$ cat config.mk
export PLATFORM = sky130hd
export DESIGN_NAME = axi_master_arbiter
export DESIGN_NICKNAME = d
export VERILOG_FILES = /design/src/rtl/axi_master_arbiter.sv
export SDC_FILE = /design/constraint.sdc
export NUM_CORES = 1
export LEC_CHECK = 0
export CAP_MARGIN = 20
export CORE_AREA = 5 5 244 246
export CTS_BUF_LIST = sky130_fd_sc_hd__clkbuf_16
export DETAILED_ROUTE_END_ITERATION = 7
export DIE_AREA = 0 0 249 251
export PLACE_DENSITY = 0.35
export SYNTH_ARGS = -nofsm -noshare
export SYNTH_HDL_FRONTEND = slang
export SYNTH_SLANG_ARGS = --single-unit
$ cat constraint.sdc
create_clock -name clk -period 3 [get_ports clk]
set_clock_uncertainty 0.2 [all_clocks]
set_input_delay 0.75 -clock clk [delete_from_list [all_inputs] [get_ports clk]]
set_output_delay 0.75 -clock clk [all_outputs]
set_load 0.02 [all_outputs]
$ cat src/rtl/axi_master_arbiter.sv
// axi_master_arbiter: 2:1 AXI3 arbiter (icache M0, dcache M1) onto one slave port.
// Read and write sides arbitrate independently, one transaction in flight each.
module axi_master_arbiter #(
    parameter logic [3:0] M0_ID = 4'd0,
    parameter logic [3:0] M1_ID = 4'd1
) (
    input  logic        clk,
    input  logic        rst,
    input  logic [31:0] m0_araddr,
    input  logic [7:0]  m0_arlen,
    input  logic [2:0]  m0_arsize,
    input  logic [1:0]  m0_arburst,
    input  logic [1:0]  m0_arlock,
    input  logic [3:0]  m0_arcache,
    input  logic [2:0]  m0_arprot,
    input  logic        m0_arvalid,
    input  logic [3:0]  m0_arid,
    output logic        m0_arready,
    output logic [3:0]  m0_rid,
    output logic [31:0] m0_rdata,
    output logic [1:0]  m0_rresp,
    output logic        m0_rlast,
    output logic        m0_rvalid,
    input  logic        m0_rready,
    input  logic [3:0]  m0_awid,
    input  logic [31:0] m0_awaddr,
    input  logic [7:0]  m0_awlen,
    input  logic [2:0]  m0_awsize,
    input  logic [1:0]  m0_awburst,
    input  logic [1:0]  m0_awlock,
    input  logic [3:0]  m0_awcache,
    input  logic [2:0]  m0_awprot,
    input  logic        m0_awvalid,
    output logic        m0_awready,
    input  logic [3:0]  m0_wid,
    input  logic [31:0] m0_wdata,
    input  logic [3:0]  m0_wstrb,
    input  logic        m0_wlast,
    input  logic        m0_wvalid,
    output logic        m0_wready,
    output logic [3:0]  m0_bid,
    output logic [1:0]  m0_bresp,
    output logic        m0_bvalid,
    input  logic        m0_bready,
    input  logic [31:0] m1_araddr,
    input  logic [7:0]  m1_arlen,
    input  logic [2:0]  m1_arsize,
    input  logic [1:0]  m1_arburst,
    input  logic [1:0]  m1_arlock,
    input  logic [3:0]  m1_arcache,
    input  logic [2:0]  m1_arprot,
    input  logic        m1_arvalid,
    input  logic [3:0]  m1_arid,
    output logic        m1_arready,
    output logic [3:0]  m1_rid,
    output logic [31:0] m1_rdata,
    output logic [1:0]  m1_rresp,
    output logic        m1_rlast,
    output logic        m1_rvalid,
    input  logic        m1_rready,
    input  logic [3:0]  m1_awid,
    input  logic [31:0] m1_awaddr,
    input  logic [7:0]  m1_awlen,
    input  logic [2:0]  m1_awsize,
    input  logic [1:0]  m1_awburst,
    input  logic [1:0]  m1_awlock,
    input  logic [3:0]  m1_awcache,
    input  logic [2:0]  m1_awprot,
    input  logic        m1_awvalid,
    output logic        m1_awready,
    input  logic [3:0]  m1_wid,
    input  logic [31:0] m1_wdata,
    input  logic [3:0]  m1_wstrb,
    input  logic        m1_wlast,
    input  logic        m1_wvalid,
    output logic        m1_wready,
    output logic [3:0]  m1_bid,
    output logic [1:0]  m1_bresp,
    output logic        m1_bvalid,
    input  logic        m1_bready,
    output logic [3:0]  s_arid,
    output logic [31:0] s_araddr,
    output logic [7:0]  s_arlen,
    output logic [2:0]  s_arsize,
    output logic [1:0]  s_arburst,
    output logic [1:0]  s_arlock,
    output logic [3:0]  s_arcache,
    output logic [2:0]  s_arprot,
    output logic        s_arvalid,
    input  logic        s_arready,
    input  logic [3:0]  s_rid,
    input  logic [31:0] s_rdata,
    input  logic [1:0]  s_rresp,
    input  logic        s_rlast,
    input  logic        s_rvalid,
    output logic        s_rready,
    output logic [3:0]  s_awid,
    output logic [31:0] s_awaddr,
    output logic [7:0]  s_awlen,
    output logic [2:0]  s_awsize,
    output logic [1:0]  s_awburst,
    output logic [1:0]  s_awlock,
    output logic [3:0]  s_awcache,
    output logic [2:0]  s_awprot,
    output logic        s_awvalid,
    input  logic        s_awready,
    output logic [3:0]  s_wid,
    output logic [31:0] s_wdata,
    output logic [3:0]  s_wstrb,
    output logic        s_wlast,
    output logic        s_wvalid,
    input  logic        s_wready,
    input  logic [3:0]  s_bid,
    input  logic [1:0]  s_bresp,
    input  logic        s_bvalid,
    output logic        s_bready
);
    typedef enum logic [1:0] {RD_IDLE, RD_AR, RD_R} rd_state_t;
    typedef enum logic [1:0] {WR_IDLE, WR_AW, WR_B} wr_state_t;

    rd_state_t rd_state, rd_next;
    wr_state_t wr_state, wr_next;
    logic rd_gnt, rd_last, wr_gnt, wr_last, aw_done, w_done;
    logic rd_start, rd_pick, ar_act, r_act, ar_hs, r_end;
    logic wr_start, wr_pick, aw_act, b_act, aw_fwd, w_fwd, aw_hs, wl_hs, wr_exit, b_route, b_hs;
    logic unused_ids;

    // Master-side IDs are replaced by the fixed per-master IDs
    assign unused_ids = ^{m0_arid, m1_arid, m0_awid, m1_awid, m0_wid, m1_wid};

    assign rd_start = (rd_state == RD_IDLE) && (m0_arvalid || m1_arvalid);
    assign rd_pick  = (m0_arvalid && m1_arvalid) ? ~rd_last : m1_arvalid;
    assign ar_act   = rd_state == RD_AR;
    assign r_act    = rd_state == RD_R;
    assign ar_hs    = ar_act && (rd_gnt ? m1_arvalid : m0_arvalid) && s_arready;
    assign r_end    = r_act && s_rvalid && (rd_gnt ? m1_rready : m0_rready) && s_rlast;

    assign wr_start = (wr_state == WR_IDLE) && (m0_awvalid || m1_awvalid);
    assign wr_pick  = (m0_awvalid && m1_awvalid) ? ~wr_last : m1_awvalid;
    assign aw_act   = wr_state == WR_AW;
    assign b_act    = wr_state == WR_B;
    assign aw_fwd   = aw_act && !aw_done;
    assign w_fwd    = aw_act && !w_done;
    assign aw_hs    = aw_fwd && (wr_gnt ? m1_awvalid : m0_awvalid) && s_awready;
    assign wl_hs    = w_fwd && (wr_gnt ? m1_wvalid && m1_wlast : m0_wvalid && m0_wlast) && s_wready;
    assign wr_exit  = aw_act && (aw_done || aw_hs) && (w_done || wl_hs);
    // A response landing in the AW/W completion cycle is already routed to the grant
    assign b_route  = b_act || wr_exit;
    assign b_hs     = b_route && s_bvalid && (wr_gnt ? m1_bready : m0_bready);

    always_ff @(posedge clk or negedge rst) begin
        if (!rst) begin
            rd_state <= RD_IDLE;
            rd_gnt   <= 1'b0;
            rd_last  <= 1'b1;
        end else begin
            rd_state <= rd_next;
            if (rd_start) rd_gnt <= rd_pick;
            if (ar_hs) rd_last <= rd_gnt;
        end
    end

    always_comb begin
        rd_next = rd_state;
        case (rd_state)
            RD_IDLE: if (rd_start) rd_next = RD_AR;
            RD_AR:   if (ar_hs) rd_next = RD_R;
            RD_R:    if (r_end) rd_next = RD_IDLE;
            default: rd_next = RD_IDLE;
        endcase
    end

    always_comb begin
        {s_araddr, s_arlen, s_arsize, s_arburst, s_arlock, s_arcache, s_arprot} = !ar_act ? '0 :
            rd_gnt ? {m1_araddr, m1_arlen, m1_arsize, m1_arburst, m1_arlock, m1_arcache, m1_arprot}
                   : {m0_araddr, m0_arlen, m0_arsize, m0_arburst, m0_arlock, m0_arcache, m0_arprot};
        s_arid     = !ar_act ? 4'd0 : rd_gnt ? M1_ID : M0_ID;
        s_arvalid  = ar_act && (rd_gnt ? m1_arvalid : m0_arvalid);
        m0_arready = ar_act && !rd_gnt && s_arready;
        m1_arready = ar_act && rd_gnt && s_arready;
        {m0_rid, m0_rdata, m0_rresp, m0_rlast} = (r_act && !rd_gnt) ? {s_rid, s_rdata, s_rresp, s_rlast} : '0;
        {m1_rid, m1_rdata, m1_rresp, m1_rlast} = (r_act && rd_gnt) ? {s_rid, s_rdata, s_rresp, s_rlast} : '0;
        m0_rvalid  = r_act && !rd_gnt && s_rvalid;
        m1_rvalid  = r_act && rd_gnt && s_rvalid;
        s_rready   = r_act && (rd_gnt ? m1_rready : m0_rready);
    end

    always_ff @(posedge clk or negedge rst) begin
        if (!rst) begin
            wr_state <= WR_IDLE;
            wr_gnt   <= 1'b0;
            wr_last  <= 1'b1;
            aw_done  <= 1'b0;
            w_done   <= 1'b0;
        end else begin
            wr_state <= wr_next;
            if (wr_start) begin
                wr_gnt  <= wr_pick;
                aw_done <= 1'b0;
                w_done  <= 1'b0;
            end else begin
                if (aw_hs) aw_done <= 1'b1;
                if (wl_hs) w_done <= 1'b1;
            end
            if (b_hs) wr_last <= wr_gnt;
        end
    end

    always_comb begin
        wr_next = wr_state;
        case (wr_state)
            WR_IDLE: if (wr_start) wr_next = WR_AW;
            WR_AW:   if (wr_exit) wr_next = b_hs ? WR_IDLE : WR_B;
            WR_B:    if (b_hs) wr_next = WR_IDLE;
            default: wr_next = WR_IDLE;
        endcase
    end

    always_comb begin
        {s_awaddr, s_awlen, s_awsize, s_awburst, s_awlock, s_awcache, s_awprot} = !aw_fwd ? '0 :
            wr_gnt ? {m1_awaddr, m1_awlen, m1_awsize, m1_awburst, m1_awlock, m1_awcache, m1_awprot}
                   : {m0_awaddr, m0_awlen, m0_awsize, m0_awburst, m0_awlock, m0_awcache, m0_awprot};
        s_awid     = !aw_fwd ? 4'd0 : wr_gnt ? M1_ID : M0_ID;
        s_awvalid  = aw_fwd && (wr_gnt ? m1_awvalid : m0_awvalid);
        m0_awready = aw_fwd && !wr_gnt && s_awready;
        m1_awready = aw_fwd && wr_gnt && s_awready;
        {s_wdata, s_wstrb, s_wlast} = !w_fwd ? '0 :
            wr_gnt ? {m1_wdata, m1_wstrb, m1_wlast} : {m0_wdata, m0_wstrb, m0_wlast};
        s_wid      = !w_fwd ? 4'd0 : wr_gnt ? M1_ID : M0_ID;
        s_wvalid   = w_fwd && (wr_gnt ? m1_wvalid : m0_wvalid);
        m0_wready  = w_fwd && !wr_gnt && s_wready;
        m1_wready  = w_fwd && wr_gnt && s_wready;
        {m0_bid, m0_bresp} = (b_route && !wr_gnt) ? {s_bid, s_bresp} : '0;
        {m1_bid, m1_bresp} = (b_route && wr_gnt) ? {s_bid, s_bresp} : '0;
        m0_bvalid  = b_route && !wr_gnt && s_bvalid;
        m1_bvalid  = b_route && wr_gnt && s_bvalid;
        s_bready   = b_route && (wr_gnt ? m1_bready : m0_bready);
    end
endmodule

* Word level (Yosys, flattened, before mapping)
Index checks and enable logic that the tools add are counted.
Widths: inputs -> output; s select.
** Storage, ports and cells
- Logic and storage cells :: 115
- Input port bits :: 376
- Flip-flop bits (word level) :: 10
- Output and inout port bits :: 262
** Cells by class
- Bitwise logic cells :: 2
- Equal/unequal tests :: 10
- Mux-type cells :: 36
- Reductions and logical operators :: 59
** Operator list (number)
- $mux 54 :: 4
- $mux 39 :: 2
- $mux 37 :: 2
- $logic_and 1x1->1 :: 44
- $mux 1 :: 16
- $mux 2 :: 7
- $mux 6 :: 2
- $pmux 2 s3 :: 2
- $ne 2x1->1 const B :: 4
- $reduce_and 3->1 :: 2
- $logic_or 1x1->1 :: 5
- $eq 2x1->1 const B :: 2
- $eq 2x2->1 const B :: 2
- $logic_not 1->1 :: 4
- $logic_not 2->1 :: 2
- $mux 4 :: 1
- $ne 2x2->1 const B :: 2
- $reduce_bool 2->1 :: 2
- $not 1->1 :: 2

* Longest topological paths before layout
- Depth after elaboration :: 13
- Gate-level depth with buffers :: 5
- Depth with buffers taken out :: 5

* Worst setup path after synthesis
No wires, ideal clock.
- Path kind :: input to output
- From :: in s_wready
- To :: out m1_bid[0]
- Arrival time :: 1.780 ns
- Data required time :: 2.050 ns
- Slack :: 0.270 ns
- Cell stages on the path :: 5
- Path buffers :: 0
- Path through :: and4b_1 > nor3_1 > o31a_2 > nor2_2 > and2_1
** On the way
- Cells in the longest elaborated chain, start to end :: 6
** RTL lines
- start: declaration :: line 112 : input logic s_wready,
- $logic_and 1x1->1 :: line 145 : assign wl_hs = w_fwd && (wr_gnt ? m1_wvalid && m1_wlast : m0_wvalid && m0_wlast) && s_wready;
- $logic_or 1x1->1 :: line 146 : assign wr_exit = aw_act && (aw_done || aw_hs) && (w_done || wl_hs);
- $logic_and 1x1->1 :: line 146
- $logic_or 1x1->1 :: line 148 : assign b_route = b_act || wr_exit;
- $logic_and 1x1->1 :: line 234 : {m1_bid, m1_bresp} = (b_route && wr_gnt) ? {s_bid, s_bresp} : '0;
- $mux 6 :: line 234
- end: declaration :: line 77 : output logic [3:0] m1_bid,
No other way between the ends.

* Worst setup path after layout
- From :: in m0_awvalid
- To :: out m0_bvalid
** On the way
- Cells in the longest elaborated chain, start to end :: 9
** RTL lines
- start: declaration :: line 33 : input logic m0_awvalid,
- $mux 1 :: line 144 : assign aw_hs = aw_fwd && (wr_gnt ? m1_awvalid : m0_awvalid) && s_awready;
- $logic_and 1x1->1 (2 in a row) :: line 144
- $logic_or 1x1->1 :: line 146
- $logic_and 1x1->1 (2 in a row) :: line 146
- $logic_or 1x1->1 :: line 148
- $logic_and 1x1->1 (2 in a row) :: line 235 : m0_bvalid = b_route && !wr_gnt && s_bvalid;
- end: declaration :: line 43 : output logic m0_bvalid,
No other way between the ends.

==> results <==
cells in the mapped netlist (all sizes together):
cell | count | area [sq um]
a211oi | 2 | 15.0
a21oi | 2 | 10.0
a22o | 55 | 482
a31oi | 1 | 6.26
a32o | 2 | 20.0
and2 | 97 | 607
and3 | 3 | 18.8
and4 | 1 | 8.76
and4b | 1 | 10.0
buf | 26 | 158
clkbuf | 23 | 86.3
conb | 1 | 3.75
dfrtp | 8 | 200
dfstp | 2 | 52.6
inv | 6 | 22.5
mux2 | 1 | 11.3
mux2i | 94 | 941
nand2 | 9 | 33.8
nand2b | 2 | 12.5
nand3 | 2 | 10.0
nor2 | 111 | 424
nor2b | 1 | 6.26
nor3 | 5 | 25.0
o21ai | 5 | 25.0
o31a | 1 | 10.0
o32a | 1 | 10.0
or3 | 1 | 6.26
cell families (layout without fill, tap and decap cells):
family	count (synthesis)	after routing	synth area share
buffers and inverters	55	663	0.0829
other	1	11	0.00117
AO/OA/AOI/OAI	69	69	0.180
multiplexers	95	95	0.296
flip-flops	10	10	0.0786
AND/OR/NAND/NOR	233	233	0.361
sequential cells by signal, summed over array words and instances, names as in the netlist:
register	count
wr_gnt	1
rd_gnt	1
wr_last	1
rd_state	2
wr_state	2
aw_done	1
rd_last	1
w_done	1
cell type report:
type,instances,area (sq um),share of cell area
diodes,2,5.00,0.000461
clock buffers,3,75.1,0.00691
clock inverters,1,3.75,0.000346
inverters,6,26.3,0.00242
multi-input cells,406,2840,0.261
flip-flops and latches,10,256,0.0236
well taps,765,957,0.0881
repair buffers,653,6700,0.617
routing by layer:
metal,up-vias,part of all wire,wire (microns)
met5,-,0,0
met4,0,0.0072,226
met3,11,0.071,2230
met2,302,0.51,16000
met1,2636,0.41,12800
li1,2822,-,-
worst reg2reg max path, cell delays in order, from the launching register on:
cell	delay [ns]
dfrtp_4	0.48
buf_6	0.13
and4b_2	0.32
nor3_4	0.07
o31a_4	0.32
buf_4	0.16
o32a_1	0.32
stage by stage:
stage / std cells / utilization / setup slack, ns / TNS (ns) / hold slack, ns
after floorplan: 471 / - / 0.270 / 0 / 0.242
after global routing: 1844 / 0.190 / -0.0738 / -1.03 / 0.284
final: 1846 / 0.190 / 0.00253 / 0 / 0.267
after CTS: 1840 / 0.185 / -0.0908 / -1.24 / 0.269
after detailed placement: 1830 / 0.183 / -1.13 / -18.86 / 0.264
after global placement: 1830 / 0.183 / -1.08 / -19.00 / 0.263
what timing repair did:
action | in CTS | in global routing
endpoints found under the hold margin | 0 | 0
setup endpoints to repair | 161 | 106
gates cloned | 3 | 2
buffers inserted | 15 | 2
pin swaps | 19 | 18
gates resized for setup | 267 | 89
power groups by stage:
| stage | Sequential, W | Combinational, W | Clock, W |
|---|---|---|---|
| 2_1_floorplan | 0.000262 | 0.00382 | 0 |
| 3_3_place_gp | 0.000293 | 0.00785 | 0 |
| 3_5_place_dp | 0.000292 | 0.00779 | 0 |
| 4_1_cts | 0.000281 | 0.00762 | 0.000259 |
| 5_1_grt | 0.000287 | 0.00807 | 0.000261 |
| 6_report | 0.000278 | 0.00762 | 0.000245 |
worst paths after layout:
check                              end  slack (ns)
setup / recovery             m0_bvalid       0.003
setup reg to reg               wr_last        0.92
min in group asynchronous  wr_state[0]        0.68
hold reg to reg                rd_last        0.27
max in group asynchronous       wr_gnt        1.49
hold / removal                 rd_last        0.27
==> impl_metrics.toml <==
[clock_tree]
cts_sinks = 10
clk_latency_ns = 0.24
root_buffer = "clkbuf_16"
clk_pin_slew_ns = 0.04
cts_max_level = 1
clockBufferDepth = 2
holdBufCountCts = 0
cts_made_buffers = 3
cts_tree = "yes"

[worst_setup_path]
r2r_start = "wr_gnt"
critPathKind = "in -> out"
required_ns = 2.05
critPathArrivalTime_ns = 2.05
crit_path_max_fanout = 7
critPathTopFamily = "compound AO/OA/AOI/OAI gates"
end_kind = "output port"
r2r_cells = 6
cp.depth = 7
cpPeakStageDelay_ns = 0.36
crit_path_top_delay_cell = "o31a_4"
start_kind = "primary input"
critical_path_buf_inv_count = 2
startpoint = "m0_awvalid"
crit_chain = "dlygate4sd2_1, mux2_4, a21oi_2, o31a_4, nor2_4, and2_4, buf_6"

[route]
postRouteAntennaNets = 0
wl_microns = 31200
drc = 0
wl_per_cell_microns = 16.9
via_count = 5771
drtIter0Drc = 232
via_per_inst = 3.13
firstDrtPassIters = 4

[floorplan]
start_util = 0.0563
dieArea_sq_mm = 0.0625
core-area_sq_mm = 0.0571
die_y_microns = 251
die_x_microns = 249
num_io_pins = 638
row_count = 88

[placement]
placed_cell_area_sq_mm = 0.0104
gp_congestion = 0.806
portBuffers = 604
hpwl_microns = 25900

[power]
internal_power_w = 0.00383
power_w = 0.00814
peakVddDrop_uv = 354
power_density_mw_per_mm2 = 749
p_sw_w = 0.00431
swShare = 0.529
combPwrFrac = 0.936
p_leak_nw = 6.14
seq_power_share = 0.034
pwr-share-clk = 0.030

[global_routing]
met2_usage = 0.163
grt_util_met1 = 0.106
met3_usage = 0.0224
grt_max_degree = 56
grt_overflow_total = 0
grt_antenna_before_repair = 0
grt_pass1_wl_microns = 42100
grtUsageTotal = 0.0882
top_usage_layer = "met2"
grt_pass1_vias = 6015

[min_path]
min-delay-start = "rd_last"
hold_class = "reg -> reg"
min_path_cells = 2

[timing]
hold_violations = 0
setup_viol = 0
relSlewSlack = 0.614
slew_viol_final = 0
rsz0062_at_grt = "yes"
final.min_clock_period_ns = 3.00
period_share = 0.999
max_freq_mhz = 334
tightest_slew_ns = 0.577

[finish]
area_delta_synth_final_pct = 238
fill_cells = 6390
drive_gt1_frac = 0.102
fin_area_sq_mm = 0.0109
layout_commonest_cell = "clkdlybuf4s50_1"
fin_nets = 1456
final_cell_mix = "367 x clkdlybuf4s50_1, 130 x dlygate4sd2_1, 104 x nor2_1, 94 x mux2i_1, 84 x and2_1"

[run]
drv_cap = 0

[yosys]
synth_seq_cells = 10
avgSynthCellArea_sq_um = 6.95
seq_area_frac_synth = 0.0786
syn_area_sq_mm = 0.00322
yosysWarningCount = 0
ys_types = 31
synthCells = 463

[outcome]
status = "finished clean"
Note: power is estimated with default switching activity, not from simulation.
